File: config.mk
export PLATFORM = sky130hd
export DESIGN_NAME = array_rf_ctrl
export DESIGN_NICKNAME = d
export VERILOG_FILES = /design/src/rtl/array_rf_ctrl.sv
export SDC_FILE = /design/constraint.sdc
export NUM_CORES = 1
export LEC_CHECK = 0
export CAP_MARGIN = 20
export CORE_MARGIN = 5
export CORE_UTILIZATION = 62
export CTS_BUF_LIST = sky130_fd_sc_hd__clkbuf_16
export DETAILED_ROUTE_END_ITERATION = 10
export PLACE_DENSITY_LB_ADDON = 0.2
export SYNTH_ARGS = -nofsm -noshare
export SYNTH_HDL_FRONTEND = slang
export SYNTH_SLANG_ARGS = --single-unit
File: constraint.sdc
create_clock -name clk -period 4.2 [get_ports clk]
set_clock_uncertainty 0.2 [all_clocks]
set_input_delay 1.26 -clock clk [delete_from_list [all_inputs] [get_ports clk]]
set_output_delay 1.26 -clock clk [all_outputs]
set_load 0.1 [all_outputs]
File: src/rtl/array_rf_ctrl.sv
// Refresh controller: times refresh obligations, raises rf_req, and on grant walks
// RF_ROWS rows with activate/precharge cycles using a wrapping row pointer.
module array_rf_ctrl #(
  parameter int AXI_RADDR_WIDTH = 14,
  parameter int RF_PERIOD       = 2000,
  parameter int RF_ROWS         = 8,
  parameter int TRAS            = 4,
  parameter int TRP             = 3,
  parameter int CNT_WIDTH       = 16
) (
  input  logic                       clk,
  input  logic                       rst_n,
  input  logic                       rf_en,
  input  logic                       rf_start,
  output logic                       rf_req,
  output logic                       rf_busy,
  output logic                       rf_done,
  output logic                       array_banksel_n_rf,
  output logic [AXI_RADDR_WIDTH-1:0] array_raddr_rf
);

  // state | meaning
  // IDLE  | waiting for rf_start grant
  // ACT   | row activated, banksel_n low for TRAS cycles
  // PRE   | precharge, banksel_n high for TRP cycles, then advance row
  // DONE  | burst complete, one-cycle rf_done, retire one pending obligation
  typedef enum logic [1:0] {IDLE, ACT, PRE, DONE} state_t;

  localparam int RW = $clog2(RF_ROWS + 1);

  state_t                     state, state_nxt;
  logic [CNT_WIDTH-1:0]       int_cnt;
  logic [CNT_WIDTH-1:0]       tcnt, tcnt_nxt;
  logic [RW-1:0]              row_cnt, row_cnt_nxt;
  logic [AXI_RADDR_WIDTH-1:0] row_ptr, row_ptr_nxt;
  logic [2:0]                 pending;
  logic                       expiry;
  logic                       dec;

  assign expiry = rf_en && (int_cnt == CNT_WIDTH'(RF_PERIOD - 1));
  assign dec    = (state == DONE) && (pending != 3'd0);

  always_comb begin
    state_nxt   = state;
    tcnt_nxt    = tcnt + CNT_WIDTH'(1);
    row_cnt_nxt = row_cnt;
    row_ptr_nxt = row_ptr;
    case (state)
      IDLE: begin
        tcnt_nxt = '0;
        if (rf_start) begin
          state_nxt   = ACT;
          row_cnt_nxt = '0;
        end
      end
      ACT: begin
        if (tcnt == CNT_WIDTH'(TRAS - 1)) begin
          state_nxt = PRE;
          tcnt_nxt  = '0;
        end
      end
      PRE: begin
        if (tcnt == CNT_WIDTH'(TRP - 1)) begin
          tcnt_nxt    = '0;
          row_ptr_nxt = row_ptr + AXI_RADDR_WIDTH'(1);
          row_cnt_nxt = row_cnt + RW'(1);
          state_nxt   = (row_cnt == RW'(RF_ROWS - 1)) ? DONE : ACT;
        end
      end
      DONE: begin
        tcnt_nxt  = '0;
        state_nxt = IDLE;
      end
      default: begin
        tcnt_nxt  = '0;
        state_nxt = IDLE;
      end
    endcase
  end

  always_ff @(posedge clk or negedge rst_n) begin
    if (!rst_n) begin
      state   <= IDLE;
      tcnt    <= '0;
      row_cnt <= '0;
      row_ptr <= '0;
    end else begin
      state   <= state_nxt;
      tcnt    <= tcnt_nxt;
      row_cnt <= row_cnt_nxt;
      row_ptr <= row_ptr_nxt;
    end
  end

  // Interval timer runs independently of the burst FSM.
  always_ff @(posedge clk or negedge rst_n) begin
    if (!rst_n) begin
      int_cnt <= '0;
    end else if (!rf_en || expiry) begin
      int_cnt <= '0;
    end else begin
      int_cnt <= int_cnt + CNT_WIDTH'(1);
    end
  end

  // Simultaneous expiry and retire cancel out; expiry saturates at 7.
  always_ff @(posedge clk or negedge rst_n) begin
    if (!rst_n) begin
      pending <= 3'd0;
    end else if (expiry && !dec) begin
      if (pending != 3'd7) pending <= pending + 3'd1;
    end else if (dec && !expiry) begin
      pending <= pending - 3'd1;
    end
  end

  always_ff @(posedge clk or negedge rst_n) begin
    if (!rst_n) begin
      rf_req             <= 1'b0;
      rf_busy            <= 1'b0;
      rf_done            <= 1'b0;
      array_banksel_n_rf <= 1'b1;
      array_raddr_rf     <= '0;
    end else begin
      rf_req             <= (pending != 3'd0);
      rf_busy            <= (state != IDLE);
      rf_done            <= (state == DONE);
      array_banksel_n_rf <= (state != ACT);
      array_raddr_rf     <= row_ptr;
    end
  end

endmodule

## Word level (Yosys, flattened, before mapping)

Index checks and enable logic that the tools add are counted.

- $add $sub $neg: 6
- Eq/ne operators: 13
- Mux-type cells: 15
- Reductions and logical operators: 18

Operator list:

| kind | number |
|---|---|
| 16-bit 2-to-1 mux | 3 |
| 16-bit one-hot mux with 3 select lines | 1 |
| 16-bit by 1-bit adder with 16-bit output (second input constant) | 2 |
| 16-bit by 2-bit == test with 1-bit output (second input constant) | 2 |
| 16-bit by 11-bit == test with 1-bit output (second input constant) | 1 |
| 14-bit by 1-bit adder with 14-bit output (second input constant) | 1 |
| 3-bit 2-to-1 mux | 3 |
| 2-bit 2-to-1 mux | 4 |
| 4-bit 2-to-1 mux | 2 |
| 2-bit one-hot mux with 4 select lines | 1 |
| 4-bit one-hot mux with 2 select lines | 1 |
| 2-bit != test (second input constant) | 3 |
| 3-bit AND reduction | 2 |
| 2-bit nonzero test | 3 |
| 4-bit by 1-bit adder with 4-bit output (second input constant) | 1 |
| 2-bit == test (second input constant) | 2 |
| 4-bit by 3-bit == test with 1-bit output (second input constant) | 1 |
| 1-bit logical AND | 4 |
| 2-bit by 1-bit != test with 1-bit output (second input constant) | 2 |
| 2-bit AND reduction | 2 |
| 3-bit by 1-bit adder with 3-bit output (second input constant) | 1 |
| 1-bit logical NOT | 3 |
| 3-bit != test (second input constant) | 1 |
| 3-bit nonzero test | 1 |
| 5 further kinds | 5 |

- Register bits: 73
- Input port bits: 4
- Word-level logic and storage cells: 63

## Depth between registers and ports, before layout

- Word-level depth: 6
- Mapped depth: 9
- Mapped depth without buffers: 9

## Least setup slack after synthesis

Ideal clock, no wire load.

- Kind: input port to flip-flop
- From: input port rf_en
- To: register pending[1]
- Setup time: 0.134 ns
- Arrival time: 2.704 ns
- Data required time: 3.866 ns
- Path slack: 1.163 ns
- Stages on the path: 8
- Cell sequence: and4_1 nand4_1 a21o_1 fa_1 o21ai_0 a21oi_1 a41oi_1 o211ai_1

- Cells in the longest elaborated chain, start to end: 5
- Elaborated cells on any way between the ends: 8

RTL lines:

| what | line | source |
|---|---|---|
| start: declaration | 13 | `input logic rf_en,` |
| 1-bit logical AND (*) | 40 | `assign expiry = rf_en && (int_cnt == CNT_WIDTH'(RF_PERIOD - 1));` |
| 1-bit logical NOT | 112 | `end else if (dec && !expiry) begin` |
| 1-bit logical AND | 112 |  |
| 2-bit nonzero test (no line) | - |  |
| 2-bit AND reduction (no line) | - |  |
| end signal: assignment | 111 | `if (pending != 3'd7) pending <= pending + 3'd1;` |
| end signal: assignment | 113 | `pending <= pending - 3'd1;` |
| end: declaration | 36 | `logic [2:0] pending;` |

Every way passes the cells marked *; elsewhere a longest branch is shown, timed or not.
A chain may end at the register's enable or synchronous reset.

## Final worst setup path

- From: input port rf_en
- To: register pending[2]

The elaborated chain is that of the path after synthesis.

==> run metrics <==
layout cells sized above 1 6.33%; Post-Syn Instances 303; Adder-Cell Fraction of Synth Area 2.55%; compound-cell area share of the yosys netlist 4.60%; Final WS setup 814 ps; HPWL Detailed 3.74 mm; Initial Util 63.4%; Fillers 370; largest net degree at the start of global routing 74; count of cell types in the netlist 43; crit path cell chain clkdlybuf4s50_1 -> and4_1 -> nand4_1 -> a21o_1 -> fa_1 -> or3_1 -> a31oi_1; die area 6770 um^2; Setup crit start kind input port; pins over their slew limit 0; Post-Route Setup TNS 0 ps; pre-CTS WS 502 ps; WL final 5.74 mm; Post-route DRC 0; vias in the first global route 2,202; Synth Register Bits 73; # port buffers 21; antenna violations before repair 0; Max VDD drop 347 uV; Main synth FF type dfrtp_1; later-pin clock latency in the skew report 320 ps; Max Clk Rate 0.295 GHz; post-route clock period utilization 80.6%; design area 3790 um^2; routed len/inst 14.3 um; CP max stage delay 500 ps; r2r startpoint int_cnt[4]; outcome complete, no violations; Root Buffer clkbuf_16; unrepaired setup endpoints after global routing false; Seq/Total Area, Yosys 56.4%; Setup crit end kind flip-flop; largest family of logic cells by synthesized area simple AND/OR/NAND/NOR gates; r2r worst-path depth 6; CTS tree yes; Avg Cell Area, Syn 10.7 um^2; min-delay src row_ptr[13]; first-pass GRT wire length 10.1 mm; multi-input logic area 1340 um^2; CTS Hold Bufs 0; slowest CP cell clkdlybuf4s50_1; R2R Setup Slk 1430 ps; WHS 205 ps; cell area after synthesis 3240 um^2; die height 82.3 um; clk slew on worst S/H paths 60 ps; Hold Vio Cnt, Final 0; GPL Wtd Cong 0.790; Worst Hold Path EP array_raddr_rf[13]; postcts setup bufs 0; H-tree depth 3; asr flop ratio synth 100%; CP Data Required Time 4240 ps; drt first-iter violations 130; Rel. slew slack 32.9%; Slew @ Worst Pin 1000 ps; overall routing resource usage 19.5%; crit-path max FO 6; DR pass1 iterations 4; CTS Sinks 73; P per Cell Area 539 nW/um^2; Max Cap Viol 0; WP buf/inv 1; syn nets 313; via count 2,241; critical path arrival 3430 ps; P_leak 1.70 nW; Hold Path Class reg2reg; Finish-stage setup viols 0; Diodes inserted 0; fin nets 338; CTS resizes 0; Min Clock Period, post-route 3390 ps; DRT antenna net count 0; critical path type in2reg; fin cells 402; total CTS buffers 9; CP delay by family, top simple AND/OR/NAND/NOR gates; post-synthesis mux area share 0.618%; XOR/XNOR Fraction of Synth Area 11.1%; grt ovf 0; Synth Warn # 0; placed instance area 3500 um^2; number of cell rows 26; # placed instances 387; Syn-to-layout area delta 17.0%; die width 82.3 um; Vias/cell 5.57; hold path depth 0; Core Area 5110 um^2; clock buffer depth 2; Synth Area in Simple Gates 22.5%; FF/Latch Area 1830 um^2; EDFF count, synth 0; Ports 22; R2R Path End pending[2]
## worst max path at each step
stage	slack, ps	endpoint	startpoint	cells after the start
after floorplan	1160	pending[1]	rf_en	8
after global placement	570	pending[1]	rf_en	9
after detailed placement	500	pending[1]	rf_en	9
after CTS	800	pending[2]	rf_en	7
after global routing	630	pending[1]	rf_en	9
final	810	pending[2]	rf_en	7
## where the power goes
part           total [mW]  leakage [nW]  internal [mW]  switching, mW
registers           0.846         0.972          0.771         0.0746
logic               0.472         0.589          0.139          0.333
clock network       0.723         0.136          0.452          0.271
total                2.04          1.70           1.36          0.678
## flip-flops by register name, summed over array words and instances (netlist names)
register and cells:
rf_req 1, int_cnt 16, rf_done 1, tcnt 16, rf_busy 1, array_banksel_n_rf 1, row_cnt 4, state 2
row_ptr 14, pending 3, array_raddr_rf 14
## cells in the mapped netlist, types with 3 or more instances
library cell	count	area (um^2)
xnor2_1	23	201
nor2_1	45	169
and3_1	6	37.5
nor2b_1	3	18.8
nand3_1	16	80.1
nor3_1	5	25.0
nand2_1	25	93.8
and4_1	8	70.1
inv_1	9	33.8
xor2_1	18	158
ha_1	5	62.6
o21ai_0	9	45.0
a21oi_1	3	15.0
nor4_1	5	31.3
clkbuf_1	6	22.5
dfrtp_1	72	1800
nand4_1	13	81.3
## cell families after synthesis
| family | Yosys count |
|---|---|
| fa+ha+maj | 6 |
| flops | 73 |
| compound gates | 23 |
| buf+inv | 18 |
| xor+xnor | 41 |
| mux | 2 |
| simple gates | 140 |
## area by class of cell
cell class                 count  area share, %
multi-input combinational    212           35.3
sequential                    73           48.2
clock buffer                   9           5.94
clock inverter                 6           1.62
timing repair buffer          22           5.55
inverter                      10          0.991
tap                           70           2.31
## layout by cell type, fill, tap and decap left out, types with 3 or more instances in the layout
master,n
nand2_1,25
nor4_1,5
dfrtp_1,72
clkdlybuf4s50_1,19
ha_1,5
and4_1,8
and3_1,6
xor2_1,18
o21ai_0,9
nor3_1,5
xnor2_1,23
nor2_1,45
inv_1,10
nand4_1,13
clkbuf_16,9
nor2b_1,3
nand3_1,16
a21oi_1,3
## through the flow
stage / total power [mW] / utilization (%)
after floorplan: 1.22 / -
after global placement: 1.32 / 68.6
after detailed placement: 1.33 / 68.6
after CTS: 2.06 / 74.2
after global routing: 2.15 / 74.2
final: 2.04 / 74.2
## layer usage
layer	share of wire [%]	track usage, %	up-vias
met5	0	0	-
met3	3.7	4.12	6
met4	1.3	8.80	0
li1	-	-	1094
met1	47	26.4	1096
met2	48	30.4	45
No activity file was read; power rests on OpenSTA's default activity.
==> patch 1 (same settings) <==
Change the parameter `RF_ROWS` from 8 to 16.
--- a/src/rtl/array_rf_ctrl.sv
+++ b/src/rtl/array_rf_ctrl.sv
@@ -3,7 +3,7 @@
 module array_rf_ctrl #(
   parameter int AXI_RADDR_WIDTH = 14,
   parameter int RF_PERIOD       = 2000,
-  parameter int RF_ROWS         = 8,
+  parameter int RF_ROWS         = 16,
   parameter int TRAS            = 4,
   parameter int TRP             = 3,
   parameter int CNT_WIDTH       = 16
Check against the original RTL: no difference found for any inputs over 10 cycles, from zero or initial values and one cycle with rst_n low; that may be too few to reach the edited logic, so the function may still have changed.
==> patch 1 against the original RTL <==
- routed wire length up 9.0%
- sequential cell count up 1
- global-route usage up 0.085 points
- total power down 0.42%
- design area up 3.3%
- synthesized cell count up 3.0%
- setup slack worse by 0.45 ns
- area after synthesis up 2.5%
- via count up 2.2%
- die area up 2.2%
- clock power up 9.3%
- critical path depth up 1
- critical path type unchanged
- largest cell class unchanged
==> patch 1: results (changes against the original RTL) <==
Clock tree
  • Max Root-Sink Buffers: 2 (unchanged)
  • Clk Latency, worst-skew pair: between 0.3 and 0.4 ns
  • CTS root buffer: clkbuf_16
  • Clock slew at reported path FFs: 0.06 ns (about the same)
  • H-tree Lvls: 3 (unchanged)
  • CTS-repair resized insts: 0 (unchanged)
  • CTS Buf Count: 9 (unchanged)
  • Setup Fix Bufs, Post-CTS: 0 (unchanged)

Global routing
  • Vias in the first global route: 2315 (+5.1%)
  • Largest net degree at the start of global routing: 39 (-47%)
  • Tot GR Track Use: 19.63% (+0.085 points)
  • First-pass GRT wire length: 11030 microns (+8.6%)
  • Initial antenna violation count: 0 (unchanged)

Routing
  • Total routed wirelength: 6256 microns (+9.0%)
  • 1st-iter DRT viols: 113 (-13%)
  • Via-to-Cell Ratio: 5.534 (-0.73%)
  • DR pass1 iterations: 4 (unchanged)
  • DRC viols: 0 (unchanged)

Yosys
  • Number of enable flip-flop cells after synthesis: 0 (unchanged)
  • Asr flop ratio synth: 100.0% (unchanged)
  • Synth top area cells: dfrtp_1, xnor2_1, xor2_1, nor2_1, nand2_1
  • Seq/Total Area, Yosys: 55.78% (-0.65 points)
  • Top cells by count, synth: dfrtp_1, nor2_1, nand2_1, xnor2_1, xor2_1
  • Synth warnings: 0 (unchanged)
  • Library cells used by synthesis: 47 (+9.3%)
  • Syn_nets: 323 (+3.2%)

Min path
  • Worst hold path depth: 0 (unchanged)
  • End of the worst hold path: array_raddr_rf[12]
  • Hold path startpoint: row_ptr[12]
  • Worst min-delay path class: reg2reg

Pwr
  • Peak VDD IR: 386.4 uV (+11%)
  • P_int: 1.389 mW (+1.9%)
  • Pleak: 1.788 nW (+5.3%)

STA
  • Hold slack: 0.1796 ns (-0.02549 ns)
  • Crit path time final: 3.832 ns (+0.4459 ns)
  • Slew @ Worst Pin: 0.9958 ns (-0.007889 ns)

Worst setup path
  • FF-to-FF Start: int_cnt[4]
  • Reg2reg end: pending[2]
  • Slowest stage cell on the critical path: or3_2
  • Largest stage delay, worst path: 0.52 ns (+0.02 ns)
  • CP top delay family: simple AND/OR/NAND/NOR gates
  • CP max FO: 5 (-1)
  • Worst r2r path cells: 7 (+1)
  • CP Data Arrival Time: 3.88 ns (+0.45 ns)
  • R2r setup slk: 1.23 ns (-0.20 ns)

Final layout
  • Share of cells above drive strength 1: 8.430% (+2.1 points)
  • Largest registers: int_cnt x16, tcnt x16
  • Nets@finish: 350 (+3.6%)
  • Antenna fix cells: 0 (unchanged)

Place
  • Placed cell area: 0.003605 sq mm (+2.9%)
  • Pre-CTS setup slack: 0.07294 ns (-0.4291 ns)
  • DP Wirelength: 4102 microns (+9.7%)
  • Port Buffers: 21 (unchanged)
  • Routability congestion estimate: 0.8056 (+2.0%)

Outcome
  • Status: completed
-- patch 1: changes by cell type after synthesis, moves of 3 or more --
cell      change
clkbuf_1      -3
buf_2         +3
nand2_1       +3
and3_1        +3
nand4_1       -4
nand3_1       +3
-- patch 1: cell families (layout without fill, tap and decap cells) --
group	count (synthesis)	after routing	synth area share [%]
mux	2	2	0.6403
compound gates	27	27	5.499
fa+ha+maj	7	7	2.862
simple gates	143	143	22.00
flops	74	74	55.78
buf+inv	18	50	2.411
xor+xnor	41	41	10.81
-- patch 1: layout make-up --
cell class | count | area (sq um)
flip-flops and latches | 74 | 1853
multi-input cells | 220 | 1389
fillers | 340 | 1259
repair buffers | 24 | 237.7
clock buffers | 9 | 225.2
well taps | 70 | 87.58
clock inverters | 7 | 83.83
inverters | 10 | 37.54
-- patch 1: worst max path at each step --
stage          startpoint         end  cells after the start
2_1_floorplan       rf_en  pending[2]                      8
3_3_place_gp        rf_en  pending[2]                      8
3_5_place_dp        rf_en  pending[2]                      8
4_1_cts             rf_en  pending[2]                      8
5_1_grt             rf_en  pending[2]                      8
6_report            rf_en  pending[2]                      8
-- patch 1: per-stage QoR --
stage               instances  total power, mW
floorplan                 312            1.142
global placement          398            1.238
detailed placement        398            1.249
CTS                       414            2.045
global route              414            2.116
finish                    414            2.032
-- patch 1: power groups by stage --
stage | registers (mW) | clock network (mW) | logic [mW]
after floorplan | 0.968 | 0 | 0.174
after global placement | 0.835 | 0 | 0.403
after detailed placement | 0.836 | 0 | 0.413
after CTS | 0.826 | 0.800 | 0.420
after global routing | 0.834 | 0.834 | 0.448
final | 0.827 | 0.790 | 0.415
-- patch 1: layer usage --
metal	routed length, microns	share of wire, %	GRT usage [%]
met4	64	1.0	5.646
met1	2919	47	26.91
met5	0	0	0
met2	3058	49	30.47
met3	213	3.4	5.743
==> patch 2 (config.mk and constraints unchanged) <==
Made on the original files. The 4 states of `state_t` get a one-hot encoding in 4 bits.
--- a/src/rtl/array_rf_ctrl.sv
+++ b/src/rtl/array_rf_ctrl.sv
@@ -24,7 +24,7 @@
   // ACT   | row activated, banksel_n low for TRAS cycles
   // PRE   | precharge, banksel_n high for TRP cycles, then advance row
   // DONE  | burst complete, one-cycle rf_done, retire one pending obligation
-  typedef enum logic [1:0] {IDLE, ACT, PRE, DONE} state_t;
+  typedef enum logic [3:0] {IDLE = 4'b0001, ACT = 4'b0010, PRE = 4'b0100, DONE = 4'b1000} state_t;
 
   localparam int RW = $clog2(RF_ROWS + 1);
 
Formal check against the unedited RTL: no difference found for any inputs over 10 cycles, from zero or initial values and one cycle with rst_n low; not proved beyond that.
==> patch 2 against the original RTL <==
- routed wire length rose by 6.7%
- worst hold slack worse by 0.0048 ns
- critical endpoint unchanged
- maximum frequency fell by 7.2%
- via count is 3.3% higher
- design area is 2.0% higher
- highest routed layer unchanged
- sequential cell count rose by 2
- final cell count is 0.50% higher
- critical path depth increased by 1
- area after synthesis is 3.1% higher
- die area rose by 2.8%
- setup slack got worse by 0.26 ns
Power is not compared: it rests on default switching activity, and its combinational part moved more than twofold at a synthesized area within 25%.
==> patch 2: results (changes against the original RTL) <==
Yosys
  • Xor and xnor area share after synthesis: 10.75% (-0.34 points)
  • Seq/Total Area, Yosys: 56.25% (-0.18 points)
  • Synth Area in Compound Gates: 5.805% (+1.2 points)
  • Mux cell area share after synthesis: 0.3371% (-0.28 points)
  • Top cells by count, synth: dfrtp_1, nor2_1, nand3_1, nand2_1, xor2_1
  • Syn_nets: 315 (+0.64%)
  • Adder-Cell Fraction of Synth Area: 2.472% (-0.077 points)
  • Synth top area cells: dfrtp_1, xor2_1, xnor2_1, nor2_1, nand3_1
  • Library cells used by synthesis: 51 (+19%)

Routing
  • M1 WL: 2934 microns (+9.9%)
  • 1st-iter DRT viols: 171 (+32%)
  • Met3 WL post-DR: 193 microns (-9.8%)
  • Via-to-Cell Ratio: 5.730 (+2.8%)
  • WL/cell: 15.16 microns (+6.2%)
  • WL met2: 2819 microns (+1.4%)

Clock tree
  • H-tree Lvls: 3 (unchanged)
  • Max Root-Sink Buffers: 2 (unchanged)
  • Clk Latency, worst-skew pair: around 0.33 ns

Global routing
  • Tot GR Track Use: 19.22% (-0.32 points)
  • Vias in the first global route: 2293 (+4.1%)
  • Met1 usage: 25.91% (-0.49 points)
  • First-pass GRT wire length: 10760 microns (+6.0%)
  • Met2 usage: 28.57% (-1.8 points)
  • Largest net degree at the start of global routing: 76 (+2.7%)
  • Met3 GRT Util: 4.455% (+0.33 points)

Final layout
  • Nets@finish: 339 (+0.30%)
  • Antenna fix cells: 0 (unchanged)
  • Share of cells above drive strength 1: 7.485% (+1.2 points)

Worst setup path
  • R2r setup slk: 1.14 ns (-0.29 ns)
  • FF-to-FF Start: int_cnt[12]
  • CP Data Arrival Time: 3.69 ns (+0.26 ns)
  • Reg2reg end: pending[2]
  • CP max FO: 13 (+7)
  • Worst r2r path cells: 7 (+1)

Outcome
  • Status: completed

STA
  • Slew headroom: 33.91% (+1.0 points)

Place
  • Placed cell area: 0.003580 sq mm (+2.2%)
  • Routability congestion estimate: 0.8245 (+4.4%)
  • DP Wirelength: 3755 microns (+0.42%)
[patch 2: stage by stage]
stage | power [mW] | utilization [%] | std cells | hold WS [ns] | worst slack, ns
after CTS | 1.689 | 74.75 | 404 | 0.2056 | 0.5678
after floorplan | 0.9100 | - | 305 | 0.1729 | 0.9074
final | 1.676 | 74.75 | 404 | 0.2003 | 0.5509
after global routing | 1.743 | 74.75 | 404 | 0.2234 | 0.3851
after global placement | 0.9565 | 69.21 | 388 | 0.1860 | 0.3053
after detailed placement | 0.9574 | 69.21 | 388 | 0.1992 | 0.2651
[patch 2: final cells by class]
| class | count | area, sq um |
|---|---|---|
| fill | 334 | 1306 |
| sequential | 75 | 1879 |
| inverter | 6 | 22.52 |
| clock inverter | 7 | 61.31 |
| tap | 70 | 87.58 |
| timing repair buffer | 21 | 205.2 |
| clock buffer | 9 | 225.2 |
| multi-input combinational | 216 | 1385 |
